===== src/rtl/updown_counter_core.sv =====
// Loadable up/down counter with wrap/saturate, run FSM, prescaler, tc and sticky ovf.
// Optional capture register enabled by defining COUNTER_CAPTURE_EN.
module updown_counter_core #(
    parameter int WIDTH    = 4,
    parameter int PRESCALE = 1
) (
    input  logic             clk,
    input  logic             rst_n,
    input  logic             start,
    input  logic             stop,
    input  logic             load,
    input  logic [WIDTH-1:0] load_val,
    input  logic             up_dn,
    input  logic             sat_mode,
    input  logic             clr_ovf,
    input  logic             capture,
    output logic [WIDTH-1:0] count,
    output logic             running,
    output logic             tc,
    output logic             ovf,
    output logic [WIDTH-1:0] cap_val,
    output logic             cap_valid
);

    localparam int PW = (PRESCALE > 1) ? $clog2(PRESCALE) : 1;
    localparam logic [PW-1:0] PRE_LAST = PW'(PRESCALE - 1);
    localparam logic [WIDTH-1:0] MAX = {WIDTH{1'b1}};

    typedef enum logic {
        S_IDLE = 1'b0,
        S_RUN  = 1'b1
    } state_t;

    state_t           state_q, state_d;
    logic [PW-1:0]    pre_q, pre_d;
    logic [WIDTH-1:0] count_q, count_d;
    logic             tc_q, tc_d;
    logic             ovf_q, ovf_d;
    logic             step_tick;
    logic             step;
    logic             at_bound;

    // Next-state: stop has priority over start; load never alters state
    always_comb begin
        state_d = state_q;
        if (stop) begin
            state_d = S_IDLE;
        end else if (start) begin
            state_d = S_RUN;
        end
    end

    // Prescaler advances only in RUN; cleared on load and when leaving RUN
    always_comb begin
        step_tick = (state_q == S_RUN) && (pre_q == PRE_LAST);
        pre_d     = pre_q;
        if (state_q != S_RUN || state_d != S_RUN || load) begin
            pre_d = '0;
        end else if (step_tick) begin
            pre_d = '0;
        end else begin
            pre_d = pre_q + 1'b1;
        end
    end

    // Count update: load beats step; boundary steps wrap or hold and flag tc/ovf
    always_comb begin
        step     = step_tick && !load;
        at_bound = up_dn ? (count_q == MAX) : (count_q == '0);
        count_d  = count_q;
        tc_d     = 1'b0;
        ovf_d    = clr_ovf ? 1'b0 : ovf_q;
        if (load) begin
            count_d = load_val;
        end else if (step) begin
            if (at_bound) begin
                tc_d  = 1'b1;
                ovf_d = 1'b1;
                if (!sat_mode) begin
                    count_d = up_dn ? '0 : MAX;
                end
            end else begin
                count_d = up_dn ? count_q + 1'b1 : count_q - 1'b1;
            end
        end
    end

    // Core state registers with synchronous active-low reset
    always_ff @(posedge clk) begin
        if (!rst_n) begin
            state_q <= S_IDLE;
            pre_q   <= '0;
            count_q <= '0;
            tc_q    <= 1'b0;
            ovf_q   <= 1'b0;
        end else begin
            state_q <= state_d;
            pre_q   <= pre_d;
            count_q <= count_d;
            tc_q    <= tc_d;
            ovf_q   <= ovf_d;
        end
    end

    assign count   = count_q;
    assign running = (state_q == S_RUN);
    assign tc      = tc_q;
    assign ovf     = ovf_q;

`ifdef COUNTER_CAPTURE_EN
    logic [WIDTH-1:0] cap_val_q, cap_val_d;
    logic             cap_valid_q, cap_valid_d;

    // Snapshot the pre-update count on request
    always_comb begin
        cap_val_d   = capture ? count_q : cap_val_q;
        cap_valid_d = capture;
    end

    // Capture registers
    always_ff @(posedge clk) begin
        if (!rst_n) begin
            cap_val_q   <= '0;
            cap_valid_q <= 1'b0;
        end else begin
            cap_val_q   <= cap_val_d;
            cap_valid_q <= cap_valid_d;
        end
    end

    assign cap_val   = cap_val_q;
    assign cap_valid = cap_valid_q;
`else
    logic unused_capture;
    assign unused_capture = capture;
    assign cap_val        = '0;
    assign cap_valid      = 1'b0;
`endif

endmodule


===== config.mk =====
export PLATFORM = sky130hd
export DESIGN_NAME = updown_counter_core
export DESIGN_NICKNAME = d
export VERILOG_FILES = /design/src/rtl/updown_counter_core.sv
export SDC_FILE = /design/constraint.sdc
export NUM_CORES = 1
export LEC_CHECK = 0
export CAP_MARGIN = 20
export CORE_AREA = 2 2 39 41
export DETAILED_ROUTE_END_ITERATION = 7
export DIE_AREA = 0 0 41 43
export GPL_ROUTABILITY_DRIVEN = 1
export PLACE_DENSITY = 0.8
export REMOVE_ABC_BUFFERS = 1
export SLEW_MARGIN = 20
export SYNTH_ARGS = -nofsm -noshare
export SYNTH_HDL_FRONTEND = slang
export SYNTH_SLANG_ARGS = --single-unit

===== constraint.sdc =====
create_clock -name clk -period 4.16 [get_ports clk]
set_input_delay 0.832 -clock clk [delete_from_list [all_inputs] [get_ports clk]]
set_output_delay 0.832 -clock clk [all_outputs]
set_load 0.01 [all_outputs]

==> results_dict.tcl <==
set metrics [dict create \
    outcome "completed" \
    period_share_pct 61.65 \
    first_global_vias 442 \
    drt_iter0_drc 16 \
    synth_xor_area_share_pct 3.357 \
    critPathRequiredTime_ps 4340 \
    initial_core_util_pct 37.70 \
    hold_viol 0 \
    cp-end-kind "flip-flop" \
    p_leak_nw 0.2918 \
    intPower_w 0.0001444 \
    worstSkewPairLatency_ps 270 \
    path_buf_inv 2 \
    crit_family "buffers and inverters" \
    avgSynthCellArea_um2 8.415 \
    synth-compound-area-share_pct 20.38 \
    period_minus_slack_ps 2565 \
    critPathMostFrequentCell "a21oi_1" \
    holdPathStages 2 \
    fin_skew_ps 9.217 \
    final_core_util_pct 52.44 \
    cts_resized 0 \
    syn_inst 62 \
    reg2reg_depth 5 \
    synth_edf_count 0 \
    grt_overflow 0 \
    dp_hpwl_um 904 \
    diodes 0 \
    ios 25 \
    p_clk_share_pct 30.9 \
    startpoint_type "input port" \
    criticalPathCategory "in -> reg" \
    vias 536 \
    muxShareOfSynthArea_pct 0 \
    setup_viol_count_final 0 \
    synth_seq_cells 8 \
    synth_simple_gate_area_share_pct 26.86 \
    hp-start "ovf" \
    area_delta_synth_final_pct 39.09 \
    vias_per_cell 5.414 \
    swShare_pct 29.80 \
    cts_max_path_buffers 2 \
    synth_warnings 0 \
    synth_cell_types 28 \
    pwr-share-seq_pct 43.1 \
    p_switching_w 0.00006129 \
    max-vdd-ir-drop_uv 129.4 \
    routed_wl_um 1192 \
    fmaxAchievable_mhz 389.9 \
    cts_tree "yes" \
    grt_pass1_wl_um 1849 \
    synth_ff_type "dfxtp_1" \
    drive_above_1_share_pct 8.434 \
    clkSinkCount 8 \
    nNetsFinal 101 \
    crit_chain "clkdlybuf4s50_1 -> inv_1 -> ha_1 -> a21oi_1 -> a21oi_1 -> or3b_1 -> a211oi_1" \
    rows 14 \
    rsz0062_at_grt "no" \
    grt_util_all_layers_pct 16.43 \
    cp_slowest_cell "clkdlybuf4s50_1" \
    drc_errors 0 \
    path_clk_slew_ps 60 \
    max_stage_delay_ps 540 \
    design.core.area_mm2 0.001384 \
    die_h_um 43 \
    cts_max_level 1 \
    slew_violations 0 \
    final.setup.tns_ps 0 \
    die_w_um 41 \
    critPathMaxFanout 5 \
    holdPathEnd "ovf" \
    worst_ep_arrival_time_ps 2750 \
    grt_max_degree 11 \
    combPwrFrac_pct 26.0 \
    ant_nets 0 \
    drv_cap 0 \
    antenna_found_initial 0 \
    rr_endpoint "count[3]" \
    r2r_slack_ps 2470 \
    syn_area_um2 521.8 \
    place_congestion 0.9155 \
    synth_top_family_by_area "simple AND/OR/NAND/NOR gates" \
    power_density_mw_per_mm2 283.4 \
    r2r_start "count[2]" \
    portBuffers 18 \
    seq_area_frac_synth_pct 30.70 \
    post_cts_buffers 0 \
    cts_made_buffers 3 \
    wire_per_inst_um 12.04 \
    hold_path_class "reg -> reg" \
    dieArea_mm2 0.001763 \
    synthAdderAreaFrac_pct 8.633 \
    cts-root-buf "clkbuf_4" \
    synthArstFlopShare_pct 0 \
    postCtsHoldBufs 0 \
    drt_first_pass_iters 4 \
]
-- worst min-delay path, stage by stage (launching register included) --
cell	delay [ps]
dfxtp_1	310
nand2b_1	60
a21oi_1	60
-- synthesized netlist by cell type (all sizes together), types with 2 or more instances --
master / number / area share [%]
and4: 2 / 4.1
dfxtp: 8 / 31
inv: 3 / 2.2
buf: 5 / 7.2
and2: 2 / 2.9
nor3: 3 / 2.9
nand2b: 3 / 3.6
o21ai: 6 / 5.8
a21oi: 6 / 5.8
nor2: 4 / 2.9
nand3: 3 / 2.9
a211oi: 2 / 2.9
ha: 2 / 4.8
-- cell families (layout without fill, tap and decap cells) --
group           count (synthesis)  count (layout)
buf+inv                         8              24
compound gates                 18              18
fa+ha+maj                       3               3
other cells                     1               6
xor+xnor                        2               2
simple gates                   22              22
flops                           8               8
-- area by class of cell --
class / count / area (um^2)
multi-input cells: 51 / 331.6
inverters: 3 / 11.26
repair buffers: 18 / 180.2
well taps: 16 / 20.02
clock buffers: 3 / 22.52
flip-flops and latches: 8 / 160.2
fillers: 140 / 658.1
-- metrics by stage --
stage / worst slack, ps / power [W] / area [um^2] / hold WS [ps] / std cells
4_1_cts: 1601 / 0.0002076 / 725.7 / 475.1 / 99
5_1_grt: 1484 / 0.0002215 / 725.7 / 497.7 / 99
2_1_floorplan: 2044 / 0.0001180 / 503.0 / 491.7 / 62
3_3_place_gp: 1363 / 0.0001419 / 703.2 / 465.9 / 96
6_report: 1595 / 0.0002057 / 725.7 / 470.8 / 99
3_5_place_dp: 1344 / 0.0001437 / 703.2 / 466.2 / 96
-- power groups by stage --
stage / Clock (W) / Sequential, W / Combinational [W]
after floorplan: 0 / 0.0000905 / 0.0000276
after global placement: 0 / 0.0000896 / 0.0000523
after detailed placement: 0 / 0.0000901 / 0.0000535
after CTS: 0.0000653 / 0.0000885 / 0.0000538
after global routing: 0.0000720 / 0.0000891 / 0.0000604
final: 0.0000635 / 0.0000886 / 0.0000536
-- flip-flops by register name, indices dropped and copies added, names as in the netlist --
name,count
count,4
ovf,1
running,1
pre_q,1
tc,1
-- worst max path at each step --
stage / from / end / slack [ps] / cells after the start
floorplan: up_dn / count[3] / 2040 / 6
global placement: up_dn / count[3] / 1360 / 7
detailed placement: up_dn / count[3] / 1340 / 7
CTS: up_dn / count[3] / 1600 / 7
global route: up_dn / count[3] / 1480 / 7
finish: up_dn / count[3] / 1600 / 7
-- metal layers --
layer,up-vias,global-route usage [%],wire [um]
li1,259,-,-
met1,250,19.22,502
met2,22,21.56,545
met3,5,4.712,88
met4,0,17.33,55
met5,-,0,0
-- cells in the final DEF (no fill, tap or decap), types with 3 or more instances in the layout --
cell,instances
o21ai_0,6
nor2_1,4
a21oi_1,6
nor3_1,3
inv_1,3
clkdlybuf4s50_1,18
nand3_1,3
dfxtp_1,8
conb_1,6
clkbuf_4,3
nand2b_1,3
Power figures use the tool's default switching activity.
